## config.mk

```make
export PLATFORM = sky130hd
export DESIGN_NAME = speles_taimeris
export DESIGN_NICKNAME = d
export VERILOG_FILES = /design/src/rtl/speles_taimeris.sv
export SDC_FILE = /design/constraint.sdc
export NUM_CORES = 1
export LEC_CHECK = 0
export ABC_AREA = 0
export BUFFER_PORTS_ARGS = -buffer_cell sky130_fd_sc_hd__buf_2
export CAP_MARGIN = 0
export CORE_MARGIN = 5
export CORE_UTILIZATION = 50
export CTS_CLUSTER_SIZE = 16
export DETAILED_ROUTE_END_ITERATION = 6
export PLACE_DENSITY = 0.68
export RECOVER_POWER = 100
export SYNTH_ARGS = -nofsm -noshare
export SYNTH_HDL_FRONTEND = slang
export SYNTH_SLANG_ARGS = --single-unit
export TNS_END_PERCENT = 1
```

## constraint.sdc

```tcl
create_clock -name clk -period 10.2 [get_ports clk]
set_clock_uncertainty 0.05 [all_clocks]
set_input_delay 2.04 -clock clk [delete_from_list [all_inputs] [get_ports clk]]
set_output_delay 2.04 -clock clk [all_outputs]
set_load 0.01 [all_outputs]
```

## src/rtl/speles_taimeris.sv

```systemverilog
// rtl/speles_taimeris.sv - game countdown timer: 1 Hz prescaler, edge-triggered load, BCD and warning outputs
module speles_taimeris #(
  parameter int CLK_HZ   = 50_000_000,
  parameter int WARN_SEC = 5
) (
  input  logic       clk,
  input  logic       rst,
  input  logic       time_f,
  input  logic [4:0] time_v,
  input  logic       stop,
  output logic       end_f,
  output logic [4:0] remaining,
  output logic [1:0] bcd_tens,
  output logic [3:0] bcd_ones,
  output logic       running,
  output logic       warn
);
  localparam int            PW        = $clog2(CLK_HZ);
  localparam logic [PW-1:0] PRESC_MAX = PW'(CLK_HZ - 1);
  localparam logic [4:0]    WARN_V    = 5'(WARN_SEC);

  typedef enum logic [1:0] {IDLE, RUN, HALTED, EXPIRED} state_t;

  state_t        state_q, state_d;
  logic          time_f_d_q, time_f_d_d;
  logic          armed_q, armed_d;
  logic [PW-1:0] presc_q, presc_d;
  logic [4:0]    rem_q, rem_d;
  logic          end_f_q, end_f_d;
  logic          running_q, running_d;
  logic          warn_q, warn_d;
  logic [1:0]    tens_q, tens_d;
  logic [3:0]    ones_q, ones_d;
  logic          load;
  logic          tick;

  always_comb begin
    // armed_q masks the first post-reset cycle so a time_f held through rst is not seen as an edge
    load       = time_f & ~time_f_d_q & armed_q;
    tick       = (presc_q == PRESC_MAX);
    state_d    = state_q;
    presc_d    = presc_q;
    rem_d      = rem_q;
    end_f_d    = end_f_q;
    armed_d    = 1'b1;
    time_f_d_d = time_f;

    if (load) begin
      rem_d   = time_v;
      presc_d = '0;
      if (time_v != 5'd0) begin
        state_d = RUN;
        end_f_d = 1'b0;
      end else begin
        state_d = EXPIRED;
        end_f_d = 1'b1;
      end
    end else begin
      case (state_q)
        RUN: begin
          if (stop) begin
            state_d = HALTED;
          end else if (tick) begin
            presc_d = '0;
            rem_d   = rem_q - 5'd1;
            if (rem_q == 5'd1) begin
              state_d = EXPIRED;
              end_f_d = 1'b1;
            end
          end else begin
            presc_d = presc_q + PW'(1);
          end
        end
        default: ;
      endcase
    end

    running_d = (state_d == RUN);
    warn_d    = (rem_d != 5'd0) && (rem_d <= WARN_V);

    if (rem_d >= 5'd30) begin
      tens_d = 2'd3;
      ones_d = 4'(rem_d - 5'd30);
    end else if (rem_d >= 5'd20) begin
      tens_d = 2'd2;
      ones_d = 4'(rem_d - 5'd20);
    end else if (rem_d >= 5'd10) begin
      tens_d = 2'd1;
      ones_d = 4'(rem_d - 5'd10);
    end else begin
      tens_d = 2'd0;
      ones_d = rem_d[3:0];
    end
  end

  always_ff @(posedge clk) begin
    if (rst) begin
      state_q    <= IDLE;
      time_f_d_q <= 1'b0;
      armed_q    <= 1'b0;
      presc_q    <= '0;
      rem_q      <= 5'd0;
      end_f_q    <= 1'b0;
      running_q  <= 1'b0;
      warn_q     <= 1'b0;
      tens_q     <= 2'd0;
      ones_q     <= 4'd0;
    end else begin
      state_q    <= state_d;
      time_f_d_q <= time_f_d_d;
      armed_q    <= armed_d;
      presc_q    <= presc_d;
      rem_q      <= rem_d;
      end_f_q    <= end_f_d;
      running_q  <= running_d;
      warn_q     <= warn_d;
      tens_q     <= tens_d;
      ones_q     <= ones_d;
    end
  end

  assign end_f     = end_f_q;
  assign remaining = rem_q;
  assign bcd_tens  = tens_q;
  assign bcd_ones  = ones_q;
  assign running   = running_q;
  assign warn      = warn_q;

endmodule

```

# == Word-level counts from Yosys, hierarchy flattened ==
# Cells that the tools add are included.
# word_totals
reg_bits,44
inputBits,9
# classes
magnitude_cmp,4
addsub,5
muxes,24
n_reduce_logical,9
n_eq_ne,5
n_bitwise,4
# ops
operator,n
"adder 26 x 1 -> 26 bit, second input constant",1
"equality test 26 bit, second input constant",1
two-way mux 26 bit,1
two-way mux 5 bit,4
two-way mux 2 bit,8
two-way mux 4 bit,3
"greater-or-equal comparator 5 bit, second input constant",2
nonzero test 5 bit,2
two-way mux 1 bit,8
"subtractor 4 bit, second input constant",2
nonzero test 2 bit,3
"equality test 5 x 1 -> 1 bit, second input constant",1
"greater-or-equal comparator 5 x 4 -> 1 bit, second input constant",1
"less-or-equal comparator 5 x 3 -> 1 bit, second input constant",1
"subtractor 5 x 1 -> 5 bit, second input constant",1
"equality test 2 x 1 -> 1 bit, second input constant",2
AND reduction 4 bit,1
"subtractor 4 x 3 -> 4 bit, second input constant",1
bitwise AND 1 bit,2
"!= test 2 x 1 -> 1 bit, second input constant",1
inverter 1 bit,2
AND reduction 2 bit,1
OR reduction 2 bit,1
logical AND 1 bit,1

# == Longest topological paths before layout ==
# logic_depth
depth_word,9
ltp_mapped,13

# == Worst setup path before layout ==
# OpenSTA, ideal clock, no wires.
# synth_timing
kind,input -> register
start,in stop
end,reg ones_q[2] (netlist: bcd_ones[2])
arrival_time_ns,4.748
n_path_buf,1
setup_time_ns,0.103
stages,11
path_slack_ns,5.299
path_cell_list,nor3b_1 > clkbuf_1 > nand4_1 > o21a_1 > o31ai_2 > inv_1 > ha_1 > a32oi_2 > mux2i_1 > nor2_1 > a2111oi_2
# synth_via
elab_chain_cells,7
# synth_lines
element,line_no,rtl
start: declaration,10,"input logic stop,"
two-way mux 5 bit *,61,if (stop) begin
two-way mux 5 bit *,59,case (state_q)
two-way mux 5 bit *,48,if (load) begin
named net rem_d[2],28,"logic [4:0] rem_q, rem_d;"
subtractor 4 bit / greater-or-equal comparator 5 x 4 -> 1 bit (equally long branches),"89, 87",
two-way mux 4 bit,87,end else if (rem_d >= 5'd10) begin
two-way mux 4 bit,84,end else if (rem_d >= 5'd20) begin
two-way mux 4 bit *,81,if (rem_d >= 5'd30) begin
end signal: assignment,118,ones_q <= ones_d;
end: declaration,33,"logic [3:0] ones_q, ones_d;"
# The timed path passes the listed nets; every way through them passes the cells marked *.
# A chain may end at the register's enable or synchronous reset.

# == Final worst setup path ==
# layout_timing
start,in stop
end,reg ones_q[2] (netlist: bcd_ones[2])
# layout_via
elab_chain_cells,7
# layout_lines
element,line_no
two-way mux 5 bit *,61
two-way mux 5 bit *,59
two-way mux 5 bit *,48
named net rem_d[3],28
greater-or-equal comparator 5 x 4 -> 1 bit,87
two-way mux 4 bit,87
two-way mux 4 bit,84
two-way mux 4 bit *,81
# Marked as above.

==> metrics.md <==
| Metric | Value |
|---|---|
| Mapped Avg Cell Area | 8.53 µm² |
| Peak Freq | 190 MHz |
| Met3 usage | 4.22% |
| Total global-route track usage | 16.2% |
| Post-route ant nets | 0 |
| Seq cells post-synth | 43 |
| WS Path Type | primary input to flip-flop |
| CTS Hold Bufs | 0 |
| Slew at the pin with the worst max-slew slack | 0.981 ns |
| Wire length of the first global-routing pass | 7960 µm |
| Die Width | 76.7 µm |
| CTS tree | built |
| PD cells | 135 mW/mm² |
| Area share of the largest cell type after synthesis | 38.7% |
| Fin Hold WS | 0.459 ns |
| Number of CTS-inserted buffers | 5 |
| Register Area | 861 µm² |
| DR WL/cell | 13.3 µm |
| Area of the multi-input gates | 0.00123 mm² |
| Initial core utilization | 51.5% |
| Pin count of the biggest net entering global routing | 27 |
| Die height | 76.7 µm |
| Post-synth EDFFs | 0 |
| Setup TNS | 0 ns |
| FF-to-FF Start | presc_q[0] |
| Most crowded layer after global routing | met2 |
| GR Overflow Total | 0 |
| Slew HR | 34.4% |
| Number of global-route vias before repair | 1736 |
| Mapped Cells | 261 |
| Yosys warns | 0 |
| TritonRoute pass-1 iters | 4 |
| Pleak | 0.892 nW |
| R2R setup slack | 5.89 ns |
| Primary FF master, synth | dfxtp_1 |
| Commonest non-fill, non-tap cell in the layout | nor2_1 |
| I/O pins | 23 |
| Critical Path Start | stop |
| Slack of the critical path | 4.94 ns |
| Worst-skew pair later-pin latency | 0.30 ns |
| Dpl hpwl | 3260 µm |
| Layout cells sized above 1 | 5.63% |
| M1 GR Usage | 21.1% |
| Total of max-cap violations | 0 |
| Post-cts gate resize count | 0 |
| Distinct cell type count after synthesis | 51 |
| Antenna diodes | 0 |
| RSZ-0062 raised after global routing | false |
| GP Congestion | 0.773 |
| Hold path startpoint | presc_q[11] |
| Peak supply drop | 0.0816 mV |
| Hold crit path type | flip-flop to flip-flop |
| Final wirelength | 4460 µm |
| Core ar. | 0.00432 mm² |
| Tcrit/Tclk final | 51.6% |
| Area grow syn2layout | 6.91% |
| Setup slack at placement | 5.15 ns |
| Worst-path clk slew | 0.08 ns |
| Worst setup SP type | primary input |
| DRC violations left | 0 |
| Post-synth top area cell | dfxtp_1 |
| TritonCTS sink count | 43 |
| Status | completed |
| Clk buf depth | 2 |
| Total Nets Final | 302 |
| FFs w/ async S/R, synth | 0% |
| Final Hold Fails | 0 |
| H-tree levels | 2 |
| Clock Tree Root | clkbuf_8 |
| Met2 usage | 26.0% |
| Rows | 24 |
| Top cells by area, synth | dfxtp_1 39%, nor2_1 8.8%, ha_1 5.6% |
| Routed via count | 1793 |
| Die Footprint | 0.00589 mm² |
| Setup violations, final | 0 |
| Port bufs | 22 |
| Fill count | 431 |
| Setup Buffers After CTS | 0 |
| Iter 0 DRT Violations | 71 |
| Vias/cell | 5.34 |
| Fin crit period | 5.26 ns |
| Initial antenna violation count | 0 |
| Max Slew Vio Count | 0 |
| CP Capture Type | flip-flop |
| Synthesized Nets | 280 |
| Critical Path AT | 5.39 ns |
| Post-synthesis sequential area ratio | 38.7% |
| Most frequent cells in the layout | 52 x nor2_1, 43 x dfxtp_1, 19 x clkbuf_1 |
| Mapped Area | 0.00223 mm² |
| Required time of the critical path | 10.32 ns |
| Crit Path Max Fanout | 11 |
Yosys cell counts (all sizes together), types with 6 or more instances:
library cell and count:
nor2 52, dfxtp 43, nand2 15, inv 13, xnor2 12, xor2 12
ha 10, o21ai 10, nand3 9, nand4 9, a21oi 7, or3 7
nor3 6
per-stage QoR:
step	std cells	power (mW)	cell area, µm²	utilization [%]
4_1_cts	336	0.330	2450	56.8
5_1_grt	336	0.338	2380	55.1
2_1_floorplan	261	0.213	2230	-
6_report	336	0.320	2380	55.1
3_5_place_dp	328	0.226	2370	54.9
3_3_place_gp	328	0.226	2370	54.9
registers in the layout (all words and copies together), names as in the netlist:
register    flops
presc_q        26
remaining       5
bcd_ones        3
bcd_tens        2
state_q         2
armed_q         1
end_f           1
running         1
time_f_d_q      1
warn            1
worst paths after layout:
| path | cells after the start | endpoint |
|---|---|---|
| worst min register to register | 2 | presc_q[11] |
| worst min-delay path | 2 | presc_q[11] |
| worst max-delay path | 11 | bcd_ones[2] |
| worst max register to register | 11 | bcd_ones[2] |
layer usage:
metal  vias to the layer above  wire (µm)
li1                        945          -
met1                       821       2170
met2                        22       2030
met3                         5        181
met4                         0         66
met5                         -          0
where the power goes:
part	total [mW]	internal, mW	switching (mW)
combinational	0.0410	0.0151	0.0259
clock	0.104	0.0481	0.0556
sequential	0.176	0.173	0.00285
logic make-up (layout without fill, tap and decap cells):
logic type,Yosys count,after routing,synth area share (%)
XOR/XNOR,24,24,9.44
adder cells (fa/ha/maj),10,10,5.62
multiplexers,4,4,1.80
buffers and inverters,21,44,3.93
flip-flops,43,43,38.7
AND/OR/NAND/NOR,125,125,28.3
AO/OA/AOI/OAI,34,34,12.2
critical path, stage by stage:
cell	delay, ns
clkbuf_1	0.09
nor3b_1	0.18
clkbuf_1	0.40
nand4_1	0.33
or4_2	0.68
a31oi_1	0.56
ha_1	0.31
a32oi_2	0.17
mux2i_1	0.20
nor2_1	0.05
a2111oi_0	0.39
final cells by class:
class | instances | share of cell area, %
sequential | 43 | 36.2
timing repair buffer | 23 | 3.94
tap | 52 | 2.73
inverter | 13 | 2.15
clock inverter | 1 | 0.210
clock buffer | 7 | 3.21
multi-input combinational | 197 | 51.6
No activity file was read; power rests on OpenSTA's default activity.
